## src/rtl/mem_controller.sv

```systemverilog
`default_nettype none
// ============================================================================
// Module  : mem_controller
// Brief   : One-line write-through / write-allocate buffer in front of backing
//           memory; buffer misses are flagged to the arbiter until resolved.
// Revision: 1.0
// ============================================================================
module mem_controller #(
    parameter int ADDR_W = 32,
    parameter int LINE_W = 256,
    parameter int WORD_W = 32
) (
    input  logic                               clk,
    input  logic                               rst,
    input  logic                               raddr_valid,
    input  logic [ADDR_W-1:0]                  raddr,
    input  logic                               waddr_valid,
    input  logic [ADDR_W-1:0]                  waddr,
    input  logic [LINE_W-1:0]                  wdata,
    input  logic [LINE_W/8-1:0]                wmask,
    input  logic                               repair_resolved,
    output logic [WORD_W-1:0]                  rdata,
    output logic                               rdata_valid,
    output logic                               read_miss_repair,
    output logic                               write_miss_repair,
    output logic [ADDR_W-1:0]                  missed_addr,
    output logic                               ctrl_busy,
    output logic                               mem_req,
    output logic                               mem_we,
    output logic [ADDR_W-$clog2(LINE_W/8)-1:0] mem_addr,
    output logic [LINE_W-1:0]                  mem_wdata,
    output logic [LINE_W/8-1:0]                mem_wmask,
    input  logic                               mem_ready,
    input  logic                               mem_rvalid,
    input  logic [LINE_W-1:0]                  mem_rdata
);
    localparam int c_OFF_W  = $clog2(LINE_W/8);
    localparam int c_BOFF_W = $clog2(WORD_W/8);
    localparam int c_WORDS  = LINE_W / WORD_W;
    localparam int c_WSEL_W = $clog2(c_WORDS);
    localparam int c_TAG_W  = ADDR_W - c_OFF_W;

    typedef enum logic [2:0] {
        S_IDLE        = 3'd0,
        S_FILL_REQ    = 3'd1,
        S_FILL_WAIT   = 3'd2,
        S_RESP        = 3'd3,
        S_WR_REQ      = 3'd4,
        S_REPAIR_WAIT = 3'd5
    } state_t;

    state_t                      r_state;
    state_t                      w_state_nxt;
    logic                        r_buf_valid;
    logic [c_TAG_W-1:0]          r_buf_tag;
    logic [LINE_W-1:0]           r_buf_data;
    logic [c_TAG_W-1:0]          r_req_tag;
    logic [c_WSEL_W-1:0]         r_req_wsel;
    logic [LINE_W-1:0]           r_req_wdata;
    logic [LINE_W/8-1:0]         r_req_wmask;
    logic                        r_req_write;
    logic                        r_req_miss;
    logic                        r_read_miss;
    logic                        r_write_miss;
    logic [ADDR_W-1:0]           r_missed_addr;

    logic [ADDR_W-1:0]           w_in_addr;
    logic                        w_hit;
    logic                        w_accept;
    logic [c_WORDS-1:0][WORD_W-1:0] w_buf_words;

    function automatic logic [LINE_W-1:0] merge_bytes(
        input logic [LINE_W-1:0]   base,
        input logic [LINE_W-1:0]   upd,
        input logic [LINE_W/8-1:0] mask
    );
        logic [LINE_W-1:0] merged;
        merged = base;
        for (int i = 0; i < LINE_W/8; i++) begin
            if (mask[i]) merged[8*i +: 8] = upd[8*i +: 8];
        end
        return merged;
    endfunction

    // A simultaneous write wins over the read, so the write address drives the hit test.
    assign w_in_addr   = waddr_valid ? waddr : raddr;
    assign w_hit       = r_buf_valid && (r_buf_tag == w_in_addr[ADDR_W-1:c_OFF_W]);
    assign w_accept    = (r_state == S_IDLE) && (raddr_valid || waddr_valid);
    assign w_buf_words = r_buf_data;

    assign read_miss_repair  = r_read_miss;
    assign write_miss_repair = r_write_miss;
    assign missed_addr       = r_missed_addr;

    always_ff @(posedge clk or posedge rst) begin
        if (rst) r_state <= S_IDLE;
        else     r_state <= w_state_nxt;
    end

    always_comb begin
        w_state_nxt = r_state;
        rdata       = '0;
        rdata_valid = 1'b0;
        ctrl_busy   = (r_state != S_IDLE);
        mem_req     = 1'b0;
        mem_we      = 1'b0;
        mem_addr    = '0;
        mem_wdata   = '0;
        mem_wmask   = '0;
        case (r_state)
            S_IDLE: begin
                if (waddr_valid)      w_state_nxt = w_hit ? S_WR_REQ : S_FILL_REQ;
                else if (raddr_valid) w_state_nxt = w_hit ? S_RESP   : S_FILL_REQ;
            end
            S_FILL_REQ: begin
                mem_req  = 1'b1;
                mem_addr = r_req_tag;
                if (mem_ready) w_state_nxt = S_FILL_WAIT;
            end
            S_FILL_WAIT: begin
                if (mem_rvalid) w_state_nxt = r_req_write ? S_WR_REQ : S_RESP;
            end
            S_RESP: begin
                rdata       = w_buf_words[r_req_wsel];
                rdata_valid = 1'b1;
                w_state_nxt = r_req_miss ? S_REPAIR_WAIT : S_IDLE;
            end
            S_WR_REQ: begin
                // An allocated line is pushed whole; a hit forwards the caller's bytes only.
                mem_req   = 1'b1;
                mem_we    = 1'b1;
                mem_addr  = r_req_tag;
                mem_wdata = r_req_miss ? r_buf_data : r_req_wdata;
                mem_wmask = r_req_miss ? '1 : r_req_wmask;
                if (mem_ready) w_state_nxt = r_req_miss ? S_REPAIR_WAIT : S_IDLE;
            end
            S_REPAIR_WAIT: begin
                if (repair_resolved) w_state_nxt = S_IDLE;
            end
            default: w_state_nxt = S_IDLE;
        endcase
    end

    always_ff @(posedge clk or posedge rst) begin
        if (rst) begin
            r_buf_valid   <= 1'b0;
            r_buf_tag     <= '0;
            r_buf_data    <= '0;
            r_req_tag     <= '0;
            r_req_wsel    <= '0;
            r_req_wdata   <= '0;
            r_req_wmask   <= '0;
            r_req_write   <= 1'b0;
            r_req_miss    <= 1'b0;
            r_read_miss   <= 1'b0;
            r_write_miss  <= 1'b0;
            r_missed_addr <= '0;
        end else begin
            if (w_accept) begin
                r_req_tag   <= w_in_addr[ADDR_W-1:c_OFF_W];
                r_req_wsel  <= w_in_addr[c_OFF_W-1:c_BOFF_W];
                r_req_wdata <= wdata;
                r_req_wmask <= wmask;
                r_req_write <= waddr_valid;
                r_req_miss  <= !w_hit;
                if (!w_hit) begin
                    r_read_miss   <= !waddr_valid;
                    r_write_miss  <= waddr_valid;
                    r_missed_addr <= w_in_addr;
                end
                if (waddr_valid && w_hit) r_buf_data <= merge_bytes(r_buf_data, wdata, wmask);
            end
            if ((r_state == S_FILL_WAIT) && mem_rvalid) begin
                r_buf_valid <= 1'b1;
                r_buf_tag   <= r_req_tag;
                r_buf_data  <= r_req_write ? merge_bytes(mem_rdata, r_req_wdata, r_req_wmask)
                                           : mem_rdata;
            end
            if ((r_state == S_REPAIR_WAIT) && repair_resolved) begin
                r_read_miss  <= 1'b0;
                r_write_miss <= 1'b0;
            end
        end
    end
endmodule
`default_nettype wire

```

## config.mk

```make
export PLATFORM = sky130hd
export DESIGN_NAME = mem_controller
export DESIGN_NICKNAME = d
export VERILOG_FILES = /design/src/rtl/mem_controller.sv
export SDC_FILE = /design/constraint.sdc
export NUM_CORES = 2
export LEC_CHECK = 0
export BUFFER_PORTS_ARGS = -buffer_cell sky130_fd_sc_hd__buf_2
export CAP_MARGIN = 0
export CORE_AREA = 2 2 392 394
export CTS_CLUSTER_SIZE = 40
export DETAILED_ROUTE_END_ITERATION = 6
export DIE_AREA = 0 0 394 396
export SETUP_SLACK_MARGIN = 0.02
export SLEW_MARGIN = 20
export SYNTH_ARGS = -nofsm -noshare
export SYNTH_HDL_FRONTEND = slang
export SYNTH_SLANG_ARGS = --single-unit
```

## constraint.sdc

```tcl
create_clock -name clk -period 70 [get_ports clk]
set_clock_uncertainty 0.1 [all_clocks]
set_input_delay 14 -clock clk [delete_from_list [all_inputs] [get_ports clk]]
set_output_delay 14 -clock clk [all_outputs]
set_load 0.005 [all_outputs]
```

==> results by group <==
Finish
  • Fin util: 31.8%
  • Fill cells: between 15k and 20k
  • Finished Layout Cells: 7,118
  • Share of post-route cells with drive strength above 1: 26.0%
  • Syn-to-layout area delta: 24.1%
  • Sequential cell area: 16,100 um^2
  • Area taken by multi-input logic gates: 21,000 um^2
  • Nets@finish: 5,598

Floorplan
  • Core Rows: between 100 and 150
  • Core area: roughly 150,000 um^2
  • I/O pins: 1,000
  • Die Area: 156,000 um^2
  • Die X: about 400 um
  • Die Y: a little under 400 um
  • Initial Utilization: 25.6%

Clock tree
  • # resized after CTS: 0
  • # hold bufs at CTS: 0
  • Reg clk slew, reported paths: 0.07 ns
  • Clock Tree Root: clkbuf_16
  • Max clock buf depth: 3
  • Worst-Skew Late Latency: 0.68 ns
  • CTS tree: built
  • CTS Sinks: between 600 and 700
  • CTS Buf Count: 83
  • H-tree levels: 3
  • Post-CTS Setup Inserts: 0

Global routing
  • First-pass GRT wire length: 301,000 um
  • Number of global-route vias before repair: 38.0k
  • GRT overflow: 0
  • Largest net degree at the start of global routing: 161
  • Antenna violations before repair: 86
  • Gr usage total: 26.9%

Logic synthesis
  • Synth Net Count: 4,864
  • Simple logic cell fraction of the synthesized area: 17.5%
  • Synth top cells by count: nand2_1 (873), dfrtp_1 (641), mux2i_1 (598)
  • XOR/XNOR share of the synthesized area: less than 1%
  • Multiplexer area fraction after synthesis: 20.3%
  • Post-synthesis sequential area ratio: 41.3%
  • Synth warn: 0
  • Main combinational cell family by area after synthesis: multiplexers
  • Post-synth EDFFs: 0
  • Count leader, synth: nand2_1
  • Post-synth cell types: 43
  • Post-Syn Area: about 39,000 um^2
  • Fraction of registers with async set/reset: 100%
  • Adder-cell share of the synthesized area: 0%
  • Synth Register Bits: 641
  • Yosys top cell area share: between 40 and 50%
  • Synth top area cells: dfrtp_1 (41%), mux2i_1 (15%), nand2_1 (8.4%)
  • Synth area leader: dfrtp_1
  • Post-Synthesis Cells: 4,249
  • Synth Flop Type: dfrtp_1
  • Compound-Gate Fraction of Synth Area: 15.5%
  • Syn avg cell area: between 9 and 10 um^2

Status
  • Outcome: finished, final reports clean

Power
  • Net Sw Frac: 47.1%
  • Pwr dens: 49.1 nW/um^2
  • Internal: 0.00125 W
  • Peak VDD IR: 33.1 uV
  • Sw Pwr: between 0.001 and 0.0015 W
  • Clk network pwr share: around a fifth
  • Seq pwr share: 35.5%
  • Logic pwr share: 45.4%
  • Static Leak: 25.0 nW

STA
  • Worst slew pin tran: 1.23 ns
  • Relative slew slack: 18.1%
  • RSZ-0062 raised after global routing: no
  • Final Hold Vio Count: 0
  • Max-slew violations: 0
  • Final WS setup: 50.80 ns
  • Fin crit share: 27.4%
  • Fin crit period: between 15 and 20 ns
  • Final TNS setup: 0 ns
  • Setup violators final: 0
  • F_max: 0.0521 GHz

Route
  • DR DRC count: 0
  • DR vias/cell: 5.57
  • Routed Antenna Nets: 0
  • Drt total wl: about 220,000 um
  • Drt initial violations: 4,511
  • First-pass DRT Iterations: 5
  • Total number of vias: 39.6k
  • Wire per inst: just over 30 um

Setup path
  • CP dominant cell by count: buf_4
  • Ordered list of cells on the worst path: buf_4 > buf_4 > buf_4 > mux2i_1 > nor2_1 > buf_2
  • WS Path Type: flop to output port
  • Critical path fanouts, max: 58
  • WP data arrival: 5.10 ns
  • Critical path's slowest cell: buf_4
  • Critical path's largest stage delay: 0.93 ns
  • Crit start category: flop
  • WP data required: 55.90 ns
  • R2R Setup Slk: 65.15 ns
  • Nature of the critical path endpoint: output port

Placement
  • DP Worst Slack: 50.56 ns
  • GP Congestion: between 0.9 and 1
  • Sum of net half-perimeters after detailed placement: 161,000 um
  • Placed Cells incl. Taps: ~6.9k
  • Number of port buffers: 999

Job
  • Max Cap Viol: 0

Worst hold path
  • HP Class: flop to flop
==> power groups by stage <==
stage               combinational, W  sequential (W)  clock (W)
finish                       0.00107        0.000839   0.000452
global route                 0.00116        0.000855   0.000471
CTS                          0.00108        0.000830   0.000457
detailed placement           0.00108        0.000835          0
global placement             0.00107        0.000828          0
floorplan                   0.000710        0.000662          0
==> cell type report <==
class,instances,share of cell area (%)
multi-input combinational,3156,43.5
sequential,641,33.3
timing repair buffer,1060,11.5
tap,2030,5.27
clock buffer,122,5.10
clock inverter,29,0.727
inverter,41,0.335
antenna,39,0.203
==> registers in the layout (all words and copies together) (netlist names), 3 cells and up <==
register and count:
r_buf_data 256, r_state 3, r_buf_tag 27, r_req_tag 27, r_req_wmask 32, r_req_wdata 256
missed_addr 32, r_req_wsel 3
==> critical path, delay by kind of cell, from the launching register on <==
| family | cells | cell delay, ns |
|---|---|---|
| simple gates | 1 | 0.07 |
| mux | 1 | 0.45 |
| flops | 1 | 0.92 |
| buf+inv | 4 | 2.76 |
==> stage by stage <==
| step | total power (W) | hold WS [ns] | instance area, um^2 |
|---|---|---|---|
| 2_1_floorplan | 0.00137 | 0.346 | 38800 |
| 3_3_place_gp | 0.00189 | 0.374 | 45200 |
| 3_5_place_dp | 0.00191 | 0.380 | 45200 |
| 4_1_cts | 0.00237 | 0.396 | 48100 |
| 5_1_grt | 0.00249 | 0.414 | 48100 |
| 6_report | 0.00236 | 0.389 | 48200 |
==> final timing paths <==
check,start,to,depth (start not counted)
max,r_req_miss,mem_wdata[143],6
min,missed_addr[1],missed_addr[1],1
max reg2reg,r_state[2],r_buf_data[145],8
min reg2reg,missed_addr[1],missed_addr[1],1
max in group asynchronous,rst,r_req_wsel[2],5
min in group asynchronous,rst,r_buf_data[49],2
==> cells by family (layout without fill, tap and decap cells) <==
family | after synthesis | count (layout)
other cells | 0 | 39
flops | 641 | 641
mux | 701 | 701
xor+xnor | 28 | 28
buf+inv | 452 | 1252
simple gates | 1575 | 1575
compound gates | 852 | 852
==> cells in the final DEF, fill, tap and decap left out, types with 4 or more instances in the layout <==
cell type  instances
buf_2            998
nand2_1          872
dfrtp_1          636
mux2i_1          598
nor2_1           359
a22oi_1          257
o31ai_1          255
and3_1           255
a31oi_1          255
clkbuf_16         85
mux4_2            64
and2_1            59
buf_4             53
inv_1             40
diode_2           39
o21ai_0           34
a21o_1            32
mux2_2            29
xnor2_1           28
clkbuf_8          19
clkbuf_1          18
clkinv_2          10
nor4_1             9
mux2i_2            8
buf_12             6
bufinv_16          5
clkinv_4           5
nand4_1            4
nand3_1            4
clkinv_8           4
dfrtp_4            4
==> routing by layer <==
metal / global-route usage (%) / share of wire (%) / vias up
met3: 8.86 / 11 / 464
met5: 0 / 0.083 / -
met2: 40.4 / 44 / 2399
li1: - / - / 16800
met4: 11.5 / 4.9 / 34
met1: 35.3 / 41 / 20000
(Power assumes the default switching activity.)
